**src/rtl/bcd_conv_arbiter.sv**
```systemverilog
// bcd_conv_arbiter: a shared binary-to-BCD engine serving two requesters.
// Round-robin arbitration picks a requester. A double-dabble datapath then
// converts one bit per clock, and the winner gets a one-cycle done strobe.
// Optional build macro: BCD_SATURATE_EN. When it is defined, an out-of-range
// operand is clamped to all 9s. When it is undefined, the result wraps
// modulo 10^DIGITS.
module bcd_conv_arbiter #(
    parameter int WIDTH  = 16,
    parameter int DIGITS = 4
) (
    input  logic                  clk,
    input  logic                  rst,
    input  logic [1:0]            req,
    input  logic [WIDTH-1:0]      bin0,
    input  logic [WIDTH-1:0]      bin1,
    output logic                  busy,
    output logic [1:0]            done,
    output logic [4*DIGITS-1:0]   bcd_value,
    output logic                  ovf
);

    localparam int BW = 4 * DIGITS;
    localparam int CW = $clog2(WIDTH + 1);

    function automatic logic [63:0] pow10(input int n);
        logic [63:0] p;
        p = 64'd1;
        for (int i = 0; i < n; i++) p = p * 64'd10;
        return p;
    endfunction

    localparam logic [63:0] LIMIT = pow10(DIGITS);

`ifdef BCD_SATURATE_EN
    localparam logic [63:0]      LIMIT_M1 = LIMIT - 64'd1;
    localparam logic [WIDTH-1:0] SAT_VAL  = LIMIT_M1[WIDTH-1:0];

    // Clamp an out-of-range operand so that it converts to all 9s.
    function automatic logic [WIDTH-1:0] saturate(input logic [WIDTH-1:0] v,
                                                  input logic over);
        return over ? SAT_VAL : v;
    endfunction
`endif

    // Double-dabble correction: add 3 to every digit that is 5 or more before the shift.
    function automatic logic [BW-1:0] add3(input logic [BW-1:0] a);
        logic [BW-1:0] r;
        r = a;
        for (int d = 0; d < DIGITS; d++) begin
            if (r[4*d +: 4] >= 4'd5) r[4*d +: 4] = r[4*d +: 4] + 4'd3;
        end
        return r;
    endfunction

    typedef enum logic [1:0] {IDLE, SHIFT, DONE} state_t;

    state_t           state, state_nxt;
    logic [WIDTH-1:0] sr;
    logic [BW-1:0]    acc;
    logic [BW-1:0]    acc_adj;
    logic [CW-1:0]    cnt;
    logic             grant;
    logic             ovf_int;
    logic             rr;
    logic             win;
    logic [WIDTH-1:0] operand;
    logic             operand_ovf;

    // Pick the winner. On a tie, the requester not served last goes first.
    always_comb begin
        win         = (req == 2'b11) ? ~rr : req[1];
        operand     = win ? bin1 : bin0;
        operand_ovf = (64'(operand) >= LIMIT);
        acc_adj     = add3(acc);
    end

    // State register.
    always_ff @(posedge clk or posedge rst) begin
        if (rst) state <= IDLE;
        else     state <= state_nxt;
    end

    // Next-state logic. The SHIFT state also holds one extra cycle after the
    // last shift, so the result can be captured on entry to DONE.
    always_comb begin
        state_nxt = state;
        case (state)
            IDLE:    if (req != 2'b00) state_nxt = SHIFT;
            SHIFT:   if (cnt == CW'(WIDTH)) state_nxt = DONE;
            DONE:    state_nxt = IDLE;
            default: state_nxt = IDLE;
        endcase
    end

    // Output decode for busy and the done strobe.
    always_comb begin
        busy = (state != IDLE);
        done = 2'b00;
        if (state == DONE) done = grant ? 2'b10 : 2'b01;
    end

    // Datapath: latch the operand, shift-and-add-3, capture the result, and update the rr pointer.
    always_ff @(posedge clk or posedge rst) begin
        if (rst) begin
            sr        <= '0;
            acc       <= '0;
            cnt       <= '0;
            grant     <= 1'b0;
            ovf_int   <= 1'b0;
            rr        <= 1'b1;
            bcd_value <= '0;
            ovf       <= 1'b0;
        end else begin
            case (state)
                IDLE: begin
                    if (req != 2'b00) begin
`ifdef BCD_SATURATE_EN
                        sr <= saturate(operand, operand_ovf);
`else
                        sr <= operand;
`endif
                        grant   <= win;
                        ovf_int <= operand_ovf;
                        acc     <= '0;
                        cnt     <= '0;
                    end
                end
                SHIFT: begin
                    if (cnt == CW'(WIDTH)) begin
                        bcd_value <= acc;
                        ovf       <= ovf_int;
                    end else begin
                        // The carry out of the top digit is dropped, which gives the result mod 10^DIGITS.
                        acc <= BW'({acc_adj, sr[WIDTH-1]});
                        sr  <= sr << 1;
                        cnt <= cnt + 1'b1;
                    end
                end
                DONE: begin
                    rr <= grant;
                end
                default: ;
            endcase
        end
    end

endmodule
```
**config.mk**
```make
export PLATFORM = sky130hd
export DESIGN_NAME = bcd_conv_arbiter
export DESIGN_NICKNAME = d
export VERILOG_FILES = /design/src/rtl/bcd_conv_arbiter.sv
export SDC_FILE = /design/constraint.sdc
export NUM_CORES = 1
export LEC_CHECK = 0
export ABC_CLOCK_PERIOD_IN_PS = 1800
export BUFFER_PORTS_ARGS = -buffer_cell sky130_fd_sc_hd__buf_2
export CORE_MARGIN = 2
export CORE_UTILIZATION = 30
export DETAILED_ROUTE_END_ITERATION = 7
export PLACE_DENSITY_LB_ADDON = 0.12
export SETUP_SLACK_MARGIN = 0.2
export SKIP_CTS_REPAIR_TIMING = 1
export SYNTH_ARGS = -nofsm -noshare
export SYNTH_HDL_FRONTEND = slang
export SYNTH_SLANG_ARGS = --single-unit
```
**constraint.sdc**
```tcl
create_clock -name clk -period 1.8 [get_ports clk]
set_input_delay 0.09 -clock clk [delete_from_list [all_inputs] [get_ports clk]]
set_output_delay 0.09 -clock clk [all_outputs]
set_load 0.005 [all_outputs]
```
# Yosys cells after proc, flatten, opt, wreduce, memory -nomap -nowiden

Cells that the tools add are included.

Register bits after elaboration: 59
Output and inout bits: 20

Equal/unequal tests: 7
Add/sub/neg operators: 5
Bitwise logic cells: 1
Reduce and logical (&&, ||, !) cells: 8
Multiplexer cells: 20
Order comparisons: 5

Operator list:

| kind                 | number |
|---|---|
| $mux 16              | 5 |
| $pmux 16 s2          | 2 |
| $ge 16x14->1 const B | 1 |
| $ge 4x3->1 const B   | 4 |
| $add 4x2->4 const B  | 3 |
| $mux 4               | 3 |
| $mux 5               | 2 |
| $pmux 5 s2           | 1 |
| $mux 2               | 4 |
| $ne 2x2->1 const B   | 3 |
| $reduce_and 2->1     | 3 |
| $reduce_bool 2->1    | 3 |
| $add 5x1->5 const B  | 1 |
| $eq 5x5->1 const B   | 1 |
| $eq 2x2->1 const B   | 2 |
| $pmux 2 s2           | 1 |
| $add 3x2->3 const B  | 1 |
| $mux 3               | 1 |
| $reduce_and 3->1     | 1 |
| $eq 2x1->1 const B   | 1 |
| $logic_not 2->1      | 1 |
| $mux 1               | 1 |
| $not 1->1            | 1 |

# Longest topological paths before layout

Word-level depth: 5
Mapped depth: 8
Gate-level depth less buffers: 7

# Worst setup path after synthesis

OpenSTA, ideal clock, no wires.

Path kind: register to register
From: reg cnt[0]
To: reg bcd_value[15]
Stages on the path, launching flop included: 7
Setup slack: 0.077 ns
Path buffers: 1
Arrival: 1.599 ns
Data required time: 1.675 ns
Path through: dfrtp_1 > inv_1 > ha_1 > and4bb_2 > nand2_1 > buf_2 > mux2_2

Longest elaborated chain between the ends: 2

RTL lines:

| element                           | line | source |
|---|---|---|
| from (decl)                       | 61   | `logic [CW-1:0] cnt;` |
| from (signal assigned)            | 136  | `cnt <= cnt + 1'b1;` |
| $eq 5x5->1                        | 129  | `if (cnt == CW'(WIDTH)) begin` |
| $reduce_and 2->1 (no source line) | -    |  |
| to (signal assigned)              | 111  | `bcd_value <= '0;` |
| to (signal assigned)              | 130  | `bcd_value <= acc;` |
| to (decl)                         | 18   | `output logic [4*DIGITS-1:0] bcd_value,` |

No other way between the ends.
A chain may end at the register's enable or synchronous reset.

# Worst setup path in the final report

From: reg cnt[1]
To: reg bcd_value[7]

Same word-level chain as after synthesis.

==> qor.yml <==
routing:
  vias_per_cell: 4.68
  dr.pass1.iters: 4
  drt_iter0_markers: 62
  drtAntennaViolNets: 0
  drc_errors: 0
  vias: 2420
  wl_per_cell_um: 13.9
  drt-total-wl_um: 7170
worst_setup_path:
  cp_max_fo: 12
  cp-end-kind: "flop"
  worstSetupStartpoint: "cnt[1]$_DFFE_PP0P_"
  crit_chain: "inv_2, ha_4, and4bb_2, nand2_4, buf_12, mux2_2"
  worstPathRequired_ns: 2.00
  cp.buffers_inverters: 2
  critical_path.slowest_cell: "dfrtp_1"
  worstPathArrival_ns: 1.77
  worstReg2RegStart: "cnt[1]$_DFFE_PP0P_"
  slowest_delay_ns: 0.38
  critical_path.top_delay_family: "flip-flops"
  critPathKind: "reg -> reg"
  start_kind: "flop"
placement:
  port_buffers: 55
  hpwl_um: 4850
  place.gp.congestion: 0.750
  dp.cells: 490
synthesis:
  yosysTopAreaCellShare: 0.479
  postSynthAreaPerCell_um2: 10.0
  syn_nets: 349
  seq_area_frac_synth: 0.487
  synth_seq_cells: 59
  syn_area_mm2: 0.00303
  synthDistinctLibCells: 40
  yosys-top-cells-area: "dfrtp_1 (48%), o21ai_0 (7.3%), mux2_2 (4.8%)"
  synth_top_area_cell: "dfrtp_1"
  ys_warn_count: 0
  netlist_instances: 303
timing:
  maxSlewHeadroom: 0.786
  finalMaxSlewViolations: 0
  tightest_slew_ns: 0.319
  setup_viol: 0
  fmax_mhz: 639
  period_needed_ns: 1.56
  fin_crit_sh: 0.869
  hold_viol: 0
  rsz0062_at_grt: "yes"
  finalClockSkew_ns: 0.00921
  tns_ns: 0
pwr:
  p_leak_nw: 1.88
  p_int_w: 0.00435
  clkPwrFrac: 0.174
  p_sw_w: 0.00259
  pwr-share-seq: 0.340
  power_density_mw_per_mm2: 1730
  peakVddDrop_mv: 0.618
  comb_power_share: 0.487
  p_sw_frac: 0.373
finish:
  drive_gt1_frac: 0.370
  final.fill_count: 1002
  final_nets: 426
  stdcell_count: 517
  n_antenna_cell: 0
  syn_to_final_growth_pct: 32.4
global_route:
  grt_pass1_vias: 2355
  grt_max_degree: 60
  antenna_found_initial: 0
  grt_overflow_total: 0
  grt_pass1_wl_um: 11600
  track_usage: 0.134
outcome:
  status: "complete, no violations"
die:
  die_width_um: 105
  io_pins: 56
  die_y_um: 105
  start_util: 0.310
  dieArea_mm2: 0.0109
  core_mm2: 0.00977
  rows: 36
worst_hold_path:
  hp-class: "in -> reg"
  min_from: "bin1[3]"
clock_network:
  clkTransAtPathRegs_ns: 0.06
  cts_buffer_depth: 2
  cts_root_buf: "clkbuf_8"
  clock-sinks: 59
  cts_inserted_buffers: 9
  cts_tree: "yes"
  insertion_delay_ns: 0.33
  cts_max_level: 3
run:
  cap_violations: 0
==> tightest hold or removal path: cells and delay by family <==
family | cells | cell delay [ns]
compound gates | 2 | 0.18
buf+inv | 1 | 0.07
==> final cells by class <==
class,instances,area (um2),share of cell area
multi-input cells,214,1540,0.385
inverters,14,52.6,0.0131
clock buffers,13,159,0.0396
well taps,133,166,0.0414
repair buffers,82,581,0.145
clock inverters,2,35.0,0.00873
flip-flops and latches,59,1480,0.368
==> registers in the layout, indices dropped and copies added, names as in the netlist <==
name       count
grant          1
cnt            5
ovf_int        1
sr            16
rr             1
state          2
ovf            1
acc           16
bcd_value     16
==> cell usage in the layout, fill, tap and decap left out, types with 2 or more instances in the layout <==
master,n
nand2b_1,4
a21oi_4,2
o21ai_0,37
buf_12,6
buf_2,55
dfrtp_1,58
a32o_1,4
mux2_2,12
nand3_1,4
nor2_1,12
ha_4,2
o21ai_1,6
xnor2_1,4
nand2_1,37
nor4_1,2
inv_2,7
o21ai_2,3
or4_4,2
ha_2,3
inv_1,7
xor2_1,5
clkbuf_1,2
mux2i_1,11
nand4_1,2
a211oi_1,15
clkbuf_8,11
nor2b_1,15
a21oi_2,3
buf_4,18
ha_1,5
o31ai_1,7
==> power groups by stage <==
| stage | combinational, W | clock, W | sequential [W] |
|---|---|---|---|
| floorplan | 0.00184 | 0 | 0.00225 |
| global placement | 0.00256 | 0 | 0.00231 |
| detailed placement | 0.00259 | 0 | 0.00232 |
| CTS | 0.00261 | 0.00125 | 0.00230 |
| global route | 0.00385 | 0.00132 | 0.00246 |
| finish | 0.00338 | 0.00121 | 0.00236 |
==> synth_stat cells <==
cell type / count
o21ai_0: 44
xor2_1: 5
mux2i_1: 11
xnor2_1: 4
or2_2: 1
clkbuf_2: 2
mux2_2: 13
inv_1: 14
o41ai_1: 1
nand3_1: 4
a2bb2oi_1: 1
and4bb_2: 1
or3b_2: 1
nor2b_1: 15
buf_4: 1
a31oi_1: 1
buf_6: 1
or2_1: 1
or2b_1: 1
nor2_1: 13
o21ai_2: 2
nand4bb_1: 1
a32o_1: 4
nand4_1: 2
a211oi_1: 15
nand2b_1: 5
nand2_1: 38
a31o_2: 1
ha_1: 10
nor4_1: 2
a21o_1: 1
and2b_1: 1
clkbuf_1: 6
or4_4: 2
o31ai_1: 7
dfrtp_1: 58
dfstp_2: 1
buf_2: 6
a21boi_1: 1
a21oi_1: 5
==> through the flow <==
stage	area, um2	total power, W	util	setup slack (ns)	hold slack, ns
3_3_place_gp	3560	0.00487	0.365	0.152	0.182
6_report	4020	0.00695	0.411	0.235	0.0646
3_5_place_dp	3560	0.00491	0.365	0.118	0.181
5_1_grt	4020	0.00762	0.411	0.168	0.0929
4_1_cts	3760	0.00615	0.384	0.119	-0.175
2_1_floorplan	3040	0.00409	-	0.174	0.286
==> cells by family after synthesis <==
group,share of synthesized area
buffers and inverters,0.0442
DFF,0.487
AOI/OAI and AO/OA,0.170
adders and majority gates,0.0413
xor gates and xnor gates,0.0260
and+or+nand+nor,0.147
muxes,0.0846
==> routing by layer <==
metal / up-vias / track usage / part of all wire
met2: 61 / 0.204 / 0.45
met4: 0 / 0.0502 / 0.020
li1: 1223 / - / -
met1: 1122 / 0.183 / 0.49
met3: 14 / 0.0345 / 0.042
met5: - / 0 / 0
==> final timing paths <==
| path | slack [ns] | cells past startpoint | endpoint |
|---|---|---|---|
| min in group asynchronous | 0.36 | 4 | bcd_value[1]$_DFFE_PP0P_ |
| setup reg to reg | 0.24 | 6 | bcd_value[7]$_DFFE_PP0P_ |
| setup / recovery | 0.24 | 6 | bcd_value[7]$_DFFE_PP0P_ |
| max in group asynchronous | 1.15 | 4 | rr$_DFFE_PP1N_ |
| hold / removal | 0.06 | 3 | sr[3]$_DFFE_PP0P_ |
| hold reg to reg | 0.47 | 2 | bcd_value[5]$_DFFE_PP0P_ |
No activity file was read; power rests on OpenSTA's default activity.
